$ cat src/rtl/coprocessor_pio_ctrl.sv
// coprocessor_pio_ctrl: Avalon-MM PIO driving coprocessor control lines with set/clr/toggle and pulse mode,
//   and capturing edges on synchronised coprocessor status inputs behind a maskable level interrupt.
// Latency: writes update registers at the sampling edge; reads are combinational with zero wait states.
// Backpressure: none; the slave accepts every access in the cycle it is presented.
// Ports: clk/reset (sync, active high); address/chipselect/write_n/writedata/readdata (Avalon-MM slave);
//   in_port (async status inputs), out_port (registered control outputs), irq (level, active high).
module coprocessor_pio_ctrl #(
  parameter int unsigned               DATA_WIDTH   = 3,
  parameter int unsigned               IN_WIDTH     = 4,
  parameter logic [DATA_WIDTH-1:0]     RESET_VALUE  = '0,
  parameter int unsigned               PULSE_CYCLES = 4,
  parameter int unsigned               EDGE_MODE    = 0
) (
  input  logic                  clk,
  input  logic                  reset,
  input  logic [2:0]            address,
  input  logic                  chipselect,
  input  logic                  write_n,
  input  logic [31:0]           writedata,
  output logic [31:0]           readdata,
  input  logic [IN_WIDTH-1:0]   in_port,
  output logic [DATA_WIDTH-1:0] out_port,
  output logic                  irq
);

  localparam logic [15:0] PULSE_LOAD = 16'(PULSE_CYCLES);

  localparam logic [2:0] A_DATA  = 3'd0;
  localparam logic [2:0] A_SET   = 3'd1;
  localparam logic [2:0] A_CLR   = 3'd2;
  localparam logic [2:0] A_TGL   = 3'd3;
  localparam logic [2:0] A_PMASK = 3'd4;
  localparam logic [2:0] A_IN    = 3'd5;
  localparam logic [2:0] A_EDGE  = 3'd6;
  localparam logic [2:0] A_IMASK = 3'd7;

  logic [DATA_WIDTH-1:0] out_q, out_d;
  logic [DATA_WIDTH-1:0] pmask_q, pmask_d;
  logic [IN_WIDTH-1:0]   edge_q, edge_d;
  logic [IN_WIDTH-1:0]   imask_q, imask_d;
  logic [15:0]           cnt_q, cnt_d;
  logic [IN_WIDTH-1:0]   sync1_q, sync1_d;
  logic [IN_WIDTH-1:0]   sync2_q, sync2_d;
  logic [IN_WIDTH-1:0]   prev_q, prev_d;

  logic                  wr;
  logic [DATA_WIDTH-1:0] wdat_out;
  logic [IN_WIDTH-1:0]   wdat_in;
  logic [DATA_WIDTH-1:0] out_wr;
  logic                  trig;
  logic                  expire;
  logic [IN_WIDTH-1:0]   det;
  logic [31:0]           rd_out;
  logic [31:0]           rd_in;

  // Only the low bits of writedata are meaningful; the rest is deliberately dropped.
  logic unused_wdat;
  assign unused_wdat = ^writedata;

  always_comb begin
    wr       = chipselect && !write_n;
    wdat_out = writedata[DATA_WIDTH-1:0];
    wdat_in  = writedata[IN_WIDTH-1:0];

    // Result of any DATA/SET/CLR/TGL write, before pulse expiry is considered.
    out_wr = out_q;
    if (wr) begin
      case (address)
        A_DATA:  out_wr = wdat_out;
        A_SET:   out_wr = out_q | wdat_out;
        A_CLR:   out_wr = out_q & ~wdat_out;
        A_TGL:   out_wr = out_q ^ wdat_out;
        default: out_wr = out_q;
      endcase
    end

    // CLR never triggers: it can only lower bits, so it cannot start a pulse.
    trig = wr && ((address == A_DATA) || (address == A_SET) || (address == A_TGL)) &&
           (|(out_wr & pmask_q));
    // A trigger landing on the last cycle wins over expiry and reloads instead.
    expire = (cnt_q == 16'd1) && !trig;

    out_d = out_wr;
    if (expire) begin
      out_d = out_wr & ~pmask_q;
    end

    cnt_d = cnt_q;
    if (trig) begin
      cnt_d = PULSE_LOAD;
    end else if (cnt_q != 16'd0) begin
      cnt_d = cnt_q - 16'd1;
    end

    pmask_d = pmask_q;
    if (wr && (address == A_PMASK)) begin
      pmask_d = wdat_out;
    end

    imask_d = imask_q;
    if (wr && (address == A_IMASK)) begin
      imask_d = wdat_in;
    end

    sync1_d = in_port;
    sync2_d = sync1_q;
    prev_d  = sync2_q;

    case (EDGE_MODE)
      0:       det = sync2_q & ~prev_q;
      1:       det = ~sync2_q & prev_q;
      default: det = sync2_q ^ prev_q;
    endcase

    // W1C first, then OR in new edges so a coincident edge survives the clear.
    edge_d = edge_q;
    if (wr && (address == A_EDGE)) begin
      edge_d = edge_q & ~wdat_in;
    end
    edge_d = edge_d | det;
  end

  always_ff @(posedge clk) begin
    if (reset) begin
      out_q   <= RESET_VALUE;
      pmask_q <= '0;
      edge_q  <= '0;
      imask_q <= '0;
      cnt_q   <= '0;
      sync1_q <= '0;
      sync2_q <= '0;
      prev_q  <= '0;
    end else begin
      out_q   <= out_d;
      pmask_q <= pmask_d;
      edge_q  <= edge_d;
      imask_q <= imask_d;
      cnt_q   <= cnt_d;
      sync1_q <= sync1_d;
      sync2_q <= sync2_d;
      prev_q  <= prev_d;
    end
  end

  assign out_port = out_q;
  assign irq      = |(edge_q & imask_q);

  // Zero-extended read mux; SET/CLR/TGL are write-only and read as zero.
  always_comb begin
    rd_out = '0;
    rd_in  = '0;
    case (address)
      A_DATA:  rd_out[DATA_WIDTH-1:0] = out_q;
      A_PMASK: rd_out[DATA_WIDTH-1:0] = pmask_q;
      A_IN:    rd_in[IN_WIDTH-1:0]    = sync2_q;
      A_EDGE:  rd_in[IN_WIDTH-1:0]    = edge_q;
      A_IMASK: rd_in[IN_WIDTH-1:0]    = imask_q;
      default: begin
        rd_out = '0;
        rd_in  = '0;
      end
    endcase
    readdata = rd_out | rd_in;
  end

endmodule

$ cat config.mk
export PLATFORM = sky130hd
export DESIGN_NAME = coprocessor_pio_ctrl
export DESIGN_NICKNAME = d
export VERILOG_FILES = /design/src/rtl/coprocessor_pio_ctrl.sv
export SDC_FILE = /design/constraint.sdc
export NUM_CORES = 1
export LEC_CHECK = 0
export CAP_MARGIN = 0
export CORE_ASPECT_RATIO = 0.5
export CORE_MARGIN = 2
export CORE_UTILIZATION = 25
export CTS_CLUSTER_SIZE = 14
export DETAILED_ROUTE_END_ITERATION = 16
export PLACE_DENSITY = 0.5
export SYNTH_ARGS = -nofsm -noshare
export SYNTH_HDL_FRONTEND = slang
export SYNTH_SLANG_ARGS = --single-unit
export TNS_END_PERCENT = 100
$ cat constraint.sdc
create_clock -name clk -period 2.95 [get_ports clk]
set_input_delay 0.4425 -clock clk [delete_from_list [all_inputs] [get_ports clk]]
set_output_delay 0.4425 -clock clk [all_outputs]
set_load 0.005 [all_outputs]
After elaboration in Yosys (flattened, before gate mapping). Index checks and enable logic that the tools add are counted.

Add/subtract/negate cells: 1. Eq/ne operators: 8. Muxes and demuxes: 8. Bitwise gates (word level): 14. Reductions and logical operators: 17.

Operators with widths (number): == test 16 x 1 -> 1 bit, second input constant (1); nonzero test 16 bit (1); subtractor 16 x 1 -> 16 bit, second input constant (1); bitwise AND 4 bit (3); == test 3 bit, second input constant (4); 2-to-1 mux 3 bit (4); one-hot mux 3 bit (4 select lines) (1); one-hot mux 4 bit (3 select lines) (1); bitwise AND 3 bit (3); inverter 4 bit (2); logical AND 1 bit (7); == test 3 x 2 -> 1 bit, second input constant (2); inverter 3 bit (2); one-hot mux 3 bit (2 select lines) (1); 2-to-1 mux 4 bit (1); bitwise OR 3 x 4 -> 4 bit (1); bitwise OR 4 bit (1); OR reduction 4 bit (1); == test 3 x 1 -> 1 bit, second input constant (1); logical NOT 3 bit (1); bitwise OR 3 bit (1); OR reduction 3 bit (1); XOR 3 bit (1); logical NOT 1 bit (2); other kinds (3) (4).

Bits in registers: 42. Bits of input ports: 43. Output and inout port bits: 36. Logic and storage cells: 57.

Logic depth before layout (Yosys ltp). Gate-level depths: netlist of run 1.

Word-level depth: 10. Depth in mapped cells: 7. Gate-level depth less buffers: 6.

Worst setup path before layout of run 1. No wires, ideal clock.

Kind: reg-to-reg. Start: register cnt_q[3]. End: register cnt_q[11]. Library setup time: 0.103 ns. Arrival time: 2.159 ns. Required time: 2.847 ns. Setup slack: 0.687 ns. Cell stages (with the launch flop): 6. Buffers on the path: 1. Clock period less this slack: 2.263 ns. Cells stage by stage: dfxtp_1 > or4_4 > or3_1 > clkbuf_2 > or4_1 > a2111oi_2.

Word-level cells in the longest chain between the ends: 1. Elaborated cells between the ends (all ways): 2. Those cells by class: 1 x add/sub; 1 x reduce/logical.

RTL lines: from (decl) (RTL line 41) `logic [15:0] cnt_q, cnt_d;`; from (signal assigned) (RTL line 138) `cnt_q <= cnt_d;`; subtractor 16 x 1 -> 16 bit / nonzero test 16 bit (equally long branches) (RTL line 92, 91).

Parallel ways exist; a longest one is shown, timed or not. A chain may end at the register's enable or synchronous reset.

Worst setup path after layout of run 1.
Start: input port address[0]. End: output port readdata[3].

Word-level cells in the longest chain between the ends: 3. Elaborated cells between the ends (all ways): 5. Those cells by class: 3 x eq/ne; 1 x mux; 1 x bitwise.

RTL lines: from (decl) (RTL line 16) `input logic [2:0] address,`; == test 3 bit (RTL line 152) `case (address)`; one-hot mux 4 bit (3 select lines) * (RTL line 152); bitwise OR 3 x 4 -> 4 bit * (RTL line 163) `readdata = rd_out | rd_in;`; to (decl) (RTL line 20) `output logic [31:0] readdata,`.

Every way passes the cells marked *; elsewhere a longest branch is shown, timed or not.

==> results of run 1 <==
-- cells by family (layout without fill, tap and decap cells) --
| group | count (synthesis) | after routing | share of synthesized area, % |
|---|---|---|---|
| other | 1 | 28 | 0.156 |
| buffers and inverters | 51 | 46 | 12.4 |
| DFF | 42 | 42 | 35.0 |
| AOI/OAI and AO/OA | 53 | 53 | 14.7 |
| adders and majority gates | 8 | 8 | 4.17 |
| xor gates and xnor gates | 1 | 1 | 0.365 |
| and+or+nand+nor | 105 | 105 | 25.7 |
| muxes | 14 | 14 | 7.50 |
-- final cells by class --
type                            instances  share of cell area (%)
Clock inverter                          3                    1.41
Multi-Input combinational cell        209                    48.1
Clock buffer                            5                    4.41
Inverter                               11                    1.46
Timing Repair Buffer                   27                    9.61
Sequential cell                        42                    29.6
Tap cell                              121                    5.34
-- state kept, by name, summed over array words and instances, names as in the netlist --
name	cells
cnt_q	16
prev_d	4
pmask_q	3
out_port	3
prev_q	4
imask_q	4
edge_q	4
sync1_q	4
-- repair_timing --
item | in CTS | in global routing
buffers inserted | 0 | 0
endpoints found under the hold margin | 0 | 0
gates resized for setup | 0 | 2
endpoints found under the setup margin | 0 | 2
-- worst register-to-register path: cells and delay by family (launching register included) --
kind	cells	cell delay (ns)
AND/OR/NAND/NOR	3	1.79
flip-flops	1	0.36
AO/OA/AOI/OAI	1	0.15
-- worst min path at each step --
| stage | endpoint | depth (start not counted) |
|---|---|---|
| after floorplan | prev_d[0] | 1 |
| after global placement | prev_d[3] | 1 |
| after detailed placement | prev_d[3] | 1 |
| after CTS | prev_d[3] | 1 |
| after global routing | prev_d[0] | 1 |
| final | prev_d[3] | 1 |
-- metrics by stage --
| step | hold slack (ns) | instances | utilization [%] | power [mW] |
|---|---|---|---|---|
| 6_report | 0.438 | 418 | 30.2 | 2.26 |
| 5_1_grt | 0.458 | 418 | 30.2 | 2.43 |
| 4_1_cts | 0.443 | 418 | 30.2 | 2.27 |
| 3_5_place_dp | 0.430 | 410 | 28.4 | 1.64 |
| 3_3_place_gp | 0.422 | 410 | 28.4 | 1.61 |
| 2_1_floorplan | 0.414 | 302 | - | 1.48 |
-- metal layers --
layer  global-route usage [%]  up-vias  share of wire (%)
li1                         -      989                  -
met1                     13.9      913                 50
met2                     18.0       57                 45
met3                     2.02        7                3.9
met4                     3.30        0                1.4
met5                        0        -                  0
-- cells in the final DEF, fill, tap and decap left out, types with 8 or more instances in the layout --
cell,Yosys,final
sky130_fd_sc_hd__a21oi_1,10,10
sky130_fd_sc_hd__nor2b_1,14,14
sky130_fd_sc_hd__o21ai_0,19,19
sky130_fd_sc_hd__conb_1,1,28
sky130_fd_sc_hd__dfxtp_1,42,42
sky130_fd_sc_hd__or3_1,8,8
sky130_fd_sc_hd__inv_1,11,11
sky130_fd_sc_hd__nor4_1,11,11
sky130_fd_sc_hd__nor2_1,13,12
sky130_fd_sc_hd__nand2_1,17,17
sky130_fd_sc_hd__nand2b_1,8,8
sky130_fd_sc_hd__clkdlybuf4s50_1,0,21
sky130_fd_sc_hd__mux2i_1,9,9
sky130_fd_sc_hd__ha_1,8,8
-- synth_stat cells (2+ instances only) --
master / count / area share (%)
sky130_fd_sc_hd__dfxtp_1: 42 / 35
sky130_fd_sc_hd__buf_4: 28 / 8.8
sky130_fd_sc_hd__o21ai_0: 19 / 4.0
sky130_fd_sc_hd__nand2_1: 17 / 2.7
sky130_fd_sc_hd__nor2b_1: 14 / 3.6
sky130_fd_sc_hd__nor2_1: 13 / 2.0
sky130_fd_sc_hd__inv_1: 11 / 1.7
sky130_fd_sc_hd__nor4_1: 11 / 2.9
sky130_fd_sc_hd__a21oi_1: 10 / 2.1
sky130_fd_sc_hd__clkbuf_1: 10 / 1.6
sky130_fd_sc_hd__mux2i_1: 9 / 3.8
sky130_fd_sc_hd__ha_1: 8 / 4.2
sky130_fd_sc_hd__nand2b_1: 8 / 2.1
sky130_fd_sc_hd__or3_1: 8 / 2.1
sky130_fd_sc_hd__a2111oi_0: 6 / 2.2
sky130_fd_sc_hd__or4_1: 6 / 1.9
sky130_fd_sc_hd__o31ai_1: 4 / 1.3
sky130_fd_sc_hd__a211oi_1: 3 / 0.94
sky130_fd_sc_hd__and3_1: 3 / 0.78
sky130_fd_sc_hd__mux4_2: 3 / 2.8
sky130_fd_sc_hd__nand3_1: 3 / 0.63
sky130_fd_sc_hd__nor3_1: 3 / 0.63
sky130_fd_sc_hd__nor3b_1: 3 / 0.94
sky130_fd_sc_hd__nor4b_1: 3 / 1.1
sky130_fd_sc_hd__or2_2: 3 / 0.78
sky130_fd_sc_hd__a2111oi_1: 2 / 0.83
sky130_fd_sc_hd__a22oi_1: 2 / 0.63
sky130_fd_sc_hd__and2_1: 2 / 0.52
sky130_fd_sc_hd__mux2_2: 2 / 0.94
sky130_fd_sc_hd__o211ai_1: 2 / 0.63
sky130_fd_sc_hd__o31a_1: 2 / 0.73
sky130_fd_sc_hd__or4b_2: 2 / 0.83
-- power breakdown --
| group | switching, mW | total [mW] | leakage (nW) | internal [mW] |
|---|---|---|---|---|
| Clock | 0.223 | 0.619 | 0.0836 | 0.396 |
| Sequential | 0.107 | 0.771 | 0.344 | 0.664 |
| Combinational | 0.455 | 0.865 | 0.654 | 0.410 |
| Total | 0.785 | 2.26 | 1.08 | 1.47 |
==> metrics.cfg, run 1 <==
[yosys]
seq_area_frac_synth_pct = 35.0
synth_cell_types = 45
ys_async_sr_fraction_pct = 0
synthesis.instances = 275
ys_dominant_reg_cell = sky130_fd_sc_hd__dfxtp_1
ys_seq_elements = 42
synth-warning-count = 0
synth-edff-count = 0
postSynthAreaPerCell_um2 = 8.73
syn_area_um2 = 2400

[critical_path]
worstSetupPathType = primary input to output pin
worst_ep_arrival_time_ns = 2.35
critPathCaptureType = output pin
worst_path_dominant_cell_family = buffers and inverters
cp_cell_sequence = clkdlybuf4s50_1 -> mux2_2 -> nand2_1 -> o21ai_0 -> and2_1 -> clkdlybuf4s50_1
count_of_cell_instances_traversed_by_the_critical_path = 6
crit_fanout = 11
startpoint = address[0]
worst-r2r-cell-count = 4
worst_r2r_startpoint = cnt_q[8]
rr_endpoint = out_port[0]
library_cell_contributing_the_largest_single_delay_on_the_critical_path = sky130_fd_sc_hd__clkdlybuf4s50_1
critPathBufInv = 2
timing.critical_path.mode_cell = sky130_fd_sc_hd__clkdlybuf4s50_1
cp-endpoint = readdata[3]
r2r_setup_slack_ns = 0.52
crit_path_max_incr_delay_ns = 0.79
cp_data_required_time_ns = 2.51
crit_path_start_kind = primary input

[clock_network]
clkSinkCount = 42
cts_hold_repair.buffers = 0
clock-root-buffer = sky130_fd_sc_hd__clkbuf_16
worst_skew_pair.late_latency_ns = 0.28
tritoncts.num_buffers = 5
cts.path.max_buffers = 2
tritoncts = yes
path_clk_slew_ns = 0.06
htree_levels = 2

[sta]
setup_viol_count_final = 0
timing.fmax_mhz = 358
fin_skew_ns = 0.00409
setup_repair_after_global_routing_missed_its_margin = no
setup-tns-final_ns = 0
setup_slack_ns = 0.160
tightest_slew_ns = 0.669
layout_worst_path_cycle_share_pct = 94.6
max_transition_viols_final = 0
finalWorstPathRequiredPeriod_ns = 2.79
number_of_hold_violations_in_the_final_report = 0
max_slew_margin_pct = 55.4

[finish]
syn_to_final_growth_pct = 18.2
layout.cell_area.non_filler_um2 = 2840
filler_cells = 976
antennaDiodeCount = 0
footprint_of_the_multi_input_gates_um2 = 1370
storage_cell_area_um2 = 841
drive_gt1_share_pct = 8.75
num-nets-final = 347

[place]
post-place-ws_ns = 0.0611
detailed_place_hpwl_mm = 3.86
placed_cell_area_um2 = 2670
gp_routability_congestion = 0.781
placement.io_buffers = 22

[power_and_ir_drop]
pwr_dens_nw_per_um2 = 795
power.leakage_nw = 1.08
power.ir.vdd_worst_v = 0.000321

[detailed_routing]
routed_wirelength_mm = 5.31
routed_wire_length_per_instance_um = 12.7
dr_total_vias = 1966
drt_drc_violations_left = 0
vias_per_cell = 4.70
ant_nets = 0
drt_pass1_iterations = 4
drt-initial-drc-count = 101

[grt]
grt_antenna_before_repair = 0
grt_pass1_wl_mm = 8.89
grt_overflow = 0
overall_track_demand_over_capacity_in_global_routing_pct = 10.6
grt_start_max_net_pins = 26
via_count_of_the_first_global_routing_pass = 1859

[floorplan]
die_h_um = 73.3
design.core.area_um2 = 9380
initial_util_pct = 25.6
floorplan.die.width_um = 143
total_die_area_um2 = 10500
ios = 79
std_cell_rows = 25

[min_path]
launch_point_of_the_worst_hold_path = sync1_q[3]
min-delay-path-class = flip-flop to flip-flop

[status]
run_status = complete, no violations

[run]
drv_cap = 0

Note: power is estimated with default switching activity, not from simulation.
==> run 2, diff against run 1 <==
--- a/config.mk
+++ b/config.mk
@@ -9,9 +9,12 @@
 export CORE_ASPECT_RATIO = 0.5
 export CORE_MARGIN = 2
 export CORE_UTILIZATION = 25
+export CTS_BUF_LIST = sky130_fd_sc_hd__clkbuf_16
+export CTS_CLUSTER_DIAMETER = 60
 export CTS_CLUSTER_SIZE = 14
 export DETAILED_ROUTE_END_ITERATION = 16
 export PLACE_DENSITY = 0.5
+export SETUP_SLACK_MARGIN = 0.5
 export SYNTH_ARGS = -nofsm -noshare
 export SYNTH_HDL_FRONTEND = slang
 export SYNTH_SLANG_ARGS = --single-unit
==> run 2 against run 1 <==
Flip-flop and latch count did not move. Via count about the same. Die area stayed put. Setup slack improved by 0.43 ns. Total power up 1.5%. Clock power about the same. Final cell count stayed put. Critical path type is now flip-flop to flip-flop. Largest power group unchanged.
==> metrics.cfg, run 2 (synthesis gave the netlist of run 1 again) <==
[sta]
setup-tns-final_ns = 0  ; unchanged
number_of_hold_violations_in_the_final_report = 0  ; unchanged
setup_repair_after_global_routing_missed_its_margin = yes
max_slew_margin_pct = 57.0  ; +1.6 points
fin_skew_ns = 0.00352  ; -0.000563 ns
timing.fmax_mhz = 423  ; +18%
setup_viol_count_final = 0  ; unchanged
max_transition_viols_final = 0  ; unchanged
final.hold.worst_slack_ns = 0.438  ; -0.00000900 ns
finalWorstPathRequiredPeriod_ns = 2.36  ; -0.427 ns
layout_worst_path_cycle_share_pct = 80.1  ; -14 points
tightest_slew_ns = 0.643  ; -0.0267 ns

[critical_path]
worstSetupPathType = flip-flop to flip-flop
cp_data_required_time_ns = 3.11  ; +0.60 ns
crit_fanout = 7  ; -4
startpoint = cnt_q[3]
worst_ep_arrival_time_ns = 2.52  ; +0.17 ns
rr_endpoint = cnt_q[9]
worst-r2r-cell-count = 4  ; unchanged
worst_r2r_startpoint = cnt_q[3]
r2r_setup_slack_ns = 0.59  ; +0.07 ns
critPathCaptureType = flip-flop
crit_path_start_kind = flip-flop

[place]
gp_routability_congestion = 0.781  ; unchanged
placed_cell_area_um2 = 2670  ; unchanged
placement.io_buffers = 22  ; unchanged
detailed_place_hpwl_mm = 3.86  ; unchanged

[grt]
via_count_of_the_first_global_routing_pass = 1860  ; +0.054%
grt_antenna_before_repair = 0  ; unchanged
grt_overflow = 0  ; unchanged
grt_pass1_wl_mm = 8.85  ; -0.55%
grt_start_max_net_pins = 26  ; unchanged
overall_track_demand_over_capacity_in_global_routing_pct = 10.6  ; -0.028 points

[clock_network]
clkSinkCount = 42  ; unchanged
tritoncts = yes
worst_skew_pair.late_latency_ns = 0.28  ; about the same
cts.path.max_buffers = 2  ; unchanged
path_clk_slew_ns = 0.06  ; about the same
clock-root-buffer = sky130_fd_sc_hd__clkbuf_16
number_of_setup_buffers_added_after_cts = 0  ; unchanged
htree_levels = 2  ; unchanged
tritoncts.num_buffers = 5  ; unchanged

[finish]
storage_cell_area_um2 = 841  ; unchanged
num-nets-final = 347  ; unchanged
footprint_of_the_multi_input_gates_um2 = 1390  ; +1.8%
filler_cells = 975  ; -0.10%
layout_commonest_cell = sky130_fd_sc_hd__dfxtp_1
largest_register_ffs = 16  ; unchanged
layout.cell_area.non_filler_um2 = 2870  ; +1.1%
mostFrequentLayoutCells = sky130_fd_sc_hd__dfxtp_1 (42), sky130_fd_sc_hd__conb_1 (28), sky130_fd_sc_hd__o21ai_0 (18), sky130_fd_sc_hd__clkdlybuf4s50_1 (18), sky130_fd_sc_hd__nand2_1 (17)
final_cell_utilization_of_the_core_pct = 30.6  ; +0.32 points
register_bank_with_the_most_flops = cnt_q
syn_to_final_growth_pct = 19.4
drive_gt1_share_pct = 11.1  ; +2.4 points
antennaDiodeCount = 0  ; unchanged

[min_path]
min-delay-path-class = flip-flop to flip-flop
holdPathStages = 1  ; unchanged
launch_point_of_the_worst_hold_path = sync1_q[3]
holdPathEnd = prev_d[3]

[detailed_routing]
routed_wirelength_mm = 5.31  ; about the same
drt_pass1_iterations = 4  ; unchanged
drt-initial-drc-count = 107  ; +5.9%
drt_drc_violations_left = 0  ; unchanged
routed_wire_length_per_instance_um = 12.7  ; about the same
dr_total_vias = 1967  ; +0.051%
ant_nets = 0  ; unchanged
vias_per_cell = 4.71  ; about the same

[floorplan]
std_cell_rows = 25  ; unchanged
floorplan.die.width_um = 143  ; unchanged
die_h_um = 73.3  ; unchanged
total_die_area_um2 = 10500  ; unchanged
initial_util_pct = 25.6  ; unchanged
design.core.area_um2 = 9380  ; unchanged
ios = 79  ; unchanged

[status]
run_status = complete, no violations

[power_and_ir_drop]
power.leakage_nw = 1.10  ; +2.2%
power.ir.vdd_worst_v = 0.000323  ; +0.49%
pwr_dens_nw_per_um2 = 799  ; +0.48%

[run]
drv_cap = 0  ; unchanged

[run 2: power by group]
part           internal (mW)  switching, mW  total (mW)
Sequential             0.664          0.109       0.774
Clock                  0.396          0.222       0.618
Combinational          0.433          0.466       0.898
Total                   1.49          0.797        2.29
[run 2: how the worst max path moves through the flow]
stage	to	slack, ns	depth (start not counted)
after floorplan	cnt_q[11]	0.69	5
after global placement	readdata[0]	0.05	6
after detailed placement	readdata[0]	0.06	6
after CTS	cnt_q[11]	0.53	4
after global routing	cnt_q[4]	0.45	6
final	cnt_q[9]	0.59	4
[run 2: layer usage]
layer / track usage (%) / vias to the layer above / part of all wire (%)
li1: - / 990 / -
met1: 13.8 / 921 / 49
met3: 2.02 / 7 / 3.9
met4: 3.30 / 0 / 1.4
met2: 18.1 / 49 / 46
met5: 0 / - / 0
[run 2: final cells by class]
class,instances,area share (%)
multi-input combinational,209,48.5
sequential,42,29.3
timing repair buffer,27,9.69
tap,121,5.28
clock buffer,5,4.36
inverter,11,1.44
clock inverter,3,1.40
[run 2: critical path, stage by stage (launching register included)]
cell and delay (ns):
sky130_fd_sc_hd__dfxtp_1 0.35, sky130_fd_sc_hd__or4_4 0.58, sky130_fd_sc_hd__or3_4 0.43, sky130_fd_sc_hd__or4_1 0.47, sky130_fd_sc_hd__a2111oi_1 0.40
[run 2: timing repair]
action                                  CTS  global route
resized for setup                        10             6
endpoints found under the setup margin   23            21
hold buffers                              0             0
[run 2: metrics by stage]
| step | setup slack, ns | power [mW] | cells |
|---|---|---|---|
| final | 0.587 | 2.29 | 418 |
| after global routing | 0.449 | 2.46 | 418 |
| after CTS | 0.532 | 2.28 | 418 |
| after detailed placement | 0.0611 | 1.64 | 410 |
| after global placement | 0.0454 | 1.61 | 410 |
| after floorplan | 0.687 | 1.48 | 302 |
==> run 3, diff against run 2 <==
--- a/config.mk
+++ b/config.mk
@@ -13,7 +13,7 @@
 export CTS_CLUSTER_DIAMETER = 60
 export CTS_CLUSTER_SIZE = 14
 export DETAILED_ROUTE_END_ITERATION = 16
-export PLACE_DENSITY = 0.5
+export PLACE_DENSITY = 0.52
 export SETUP_SLACK_MARGIN = 0.5
 export SYNTH_ARGS = -nofsm -noshare
 export SYNTH_HDL_FRONTEND = slang
==> constraint.sdc (replaced) <==
create_clock -name clk -period 2 [get_ports clk]
set_input_delay 0.3 -clock clk [delete_from_list [all_inputs] [get_ports clk]]
set_output_delay 0.3 -clock clk [all_outputs]
set_load 0.005 [all_outputs]
==> run 3 against run 2 <==
The run now ends with negative setup slack left. Sequential share of layout area down 7.1 points. Critical path depth unchanged. Setup slack got worse by 0.76 ns. Via count up 17%. Design area grew 36%. Combinational power rose to 3.5 times the previous value. Total power increased by 120%. Count of clock-buffer cells in the layout unchanged. First-iteration DRC count up 5.6%. Hold slack improved by 0.0017 ns. Critical endpoint is now cnt_q[11].
==> metrics.cfg, run 3 (synthesis gave the netlist of run 1 again) <==
[clock_network]
htree_levels = 2  ; unchanged
tritoncts = yes
clock-root-buffer = sky130_fd_sc_hd__clkbuf_16
cts_hold_repair.buffers = 0  ; unchanged
clkSinkCount = 42  ; unchanged
tritoncts.num_buffers = 5  ; unchanged
path_clk_slew_ns = 0.06  ; about the same
worst_skew_pair.late_latency_ns = 0.29  ; about the same
cts.path.max_buffers = 2  ; unchanged

[power_and_ir_drop]
power.leakage_nw = 1.58  ; +43%
pwr_dens_nw_per_um2 = 1320  ; +65%
power.ir.vdd_worst_v = 0.000661  ; +100%

[place]
gp_routability_congestion = 0.820  ; +4.9%
detailed_place_hpwl_mm = 4.58  ; +19%
placed_cell_area_um2 = 3080  ; +15%
post-place-ws_ns = -0.476  ; -0.537 ns
placement.io_buffers = 22  ; unchanged

[floorplan]
total_die_area_um2 = 10500  ; unchanged
die_h_um = 73.3  ; unchanged
floorplan.die.width_um = 143  ; unchanged
std_cell_rows = 25  ; unchanged
initial_util_pct = 25.6  ; unchanged
design.core.area_um2 = 9380  ; unchanged
ios = 79  ; unchanged

[critical_path]
worst-r2r-cell-count = 4  ; unchanged
rr_endpoint = cnt_q[11]
worst_r2r_startpoint = cnt_q[6]
worstSetupPathType = flip-flop to flip-flop
critPathCaptureType = flip-flop
r2r_setup_slack_ns = -0.17  ; -0.76 ns
worst_ep_arrival_time_ns = 2.36  ; -0.16 ns
crit_fanout = 5  ; -2
cp_data_required_time_ns = 2.19  ; -0.92 ns
crit_path_start_kind = flip-flop

[grt]
grt_overflow = 0  ; unchanged
grt_pass1_wl_mm = 11.5  ; +30%
grt_antenna_before_repair = 0  ; unchanged
via_count_of_the_first_global_routing_pass = 2262  ; +22%
overall_track_demand_over_capacity_in_global_routing_pct = 14.0  ; +3.4 points
grt_start_max_net_pins = 42  ; +62%

[finish]
largest_register_ffs = 16  ; unchanged
final_cell_utilization_of_the_core_pct = 41.6  ; +11 points
register_bank_with_the_most_flops = cnt_q
layout_commonest_cell = sky130_fd_sc_hd__buf_4
syn_to_final_growth_pct = 62.6
num-nets-final = 418  ; +20%
mostFrequentLayoutCells = sky130_fd_sc_hd__buf_4 (59), sky130_fd_sc_hd__dfxtp_1 (30), sky130_fd_sc_hd__conb_1 (28)
drive_gt1_share_pct = 44.8  ; +34 points
antennaDiodeCount = 0  ; unchanged
layout.cell_area.non_filler_um2 = 3910  ; +36%

[sta]
setup_slack_ns = -0.172  ; -0.759 ns
setup_repair_after_global_routing_missed_its_margin = yes
final.hold.worst_slack_ns = 0.439  ; +0.00167 ns
finalWorstPathRequiredPeriod_ns = 2.17  ; -0.191 ns
fin_skew_ns = 0.00412  ; +0.000599 ns
timing.fmax_mhz = 460  ; +8.8%
max_transition_viols_final = 0  ; unchanged
layout_worst_path_cycle_share_pct = 109  ; +29 points
number_of_hold_violations_in_the_final_report = 0  ; unchanged
setup_viol_count_final = 8  ; +8

[detailed_routing]
dr_total_vias = 2311  ; +17%
drt_pass1_iterations = 4  ; unchanged
routed_wirelength_mm = 7.16  ; +35%
drt_drc_violations_left = 0  ; unchanged
vias_per_cell = 4.73  ; +0.43%
drt-initial-drc-count = 113  ; +5.6%
ant_nets = 0  ; unchanged
routed_wire_length_per_instance_um = 14.6  ; +15%

[status]
run_status = complete, but fails checks
violations = negative setup slack

[min_path]
holdPathEnd = prev_d[0]
holdPathStages = 1  ; unchanged
launch_point_of_the_worst_hold_path = sync1_q[0]
min-delay-path-class = flip-flop to flip-flop

[run]
drv_cap = 0  ; unchanged

-- run 3: how the worst max path moves through the flow --
| stage | start | to | slack (ns) | depth (start not counted) |
|---|---|---|---|---|
| floorplan | cnt_q[6] | cnt_q[11] | -0.18 | 5 |
| global placement | address[1] | readdata[0] | -0.39 | 7 |
| detailed placement | address[0] | cnt_q[8] | -0.48 | 7 |
| CTS | cnt_q[6] | cnt_q[11] | -0.18 | 4 |
| global route | cnt_q[6] | cnt_q[11] | -0.20 | 4 |
| finish | cnt_q[6] | cnt_q[11] | -0.17 | 4 |
-- run 3: what timing repair did --
item / in CTS / in global routing
gates cloned: 2 / 0
endpoints found under the setup margin: 36 / 27
setup buffers: 21 / 8
gates resized for setup: 99 / 30
pin swaps: 25 / 17
-- run 3: layer usage --
metal / track usage (%) / up-vias / part of all wire (%)
li1: - / 1129 / -
met1: 17.2 / 1106 / 44
met2: 25.8 / 64 / 50
met3: 1.63 / 12 / 3.5
met4: 5.17 / 0 / 2.2
met5: 0 / - / 0
-- run 3: stage by stage --
step                      power, mW  TNS, ns  cells
final                          5.14   -0.542    489
after floorplan                2.27   -0.415    302
after detailed placement       3.04    -7.33    450
after global routing           5.44    -1.04    489
after CTS                      4.92   -0.606    481
after global placement         2.96    -6.90    450
-- run 3: area by class of cell --
type                    count  area (µm²)
repair buffers             98         882
inverters                  11        46.3
clock buffers               5         125
multi-input cells         209        1790
well taps                 121         151
flip-flops and latches     42         866
fillers                   924        5480
clock inverters             3        41.3
-- run 3: power by group --
group	internal (mW)	switching, mW
clock network	0.585	0.350
registers	0.981	0.116
logic	1.79	1.32
total	3.35	1.79
-- run 3: worst max-delay path, stage by stage (launching register included) --
cell,delay (ns)
sky130_fd_sc_hd__dfxtp_2,0.33
sky130_fd_sc_hd__or4_4,0.55
sky130_fd_sc_hd__or3_4,0.38
sky130_fd_sc_hd__or4_4,0.54
sky130_fd_sc_hd__a2111oi_4,0.29
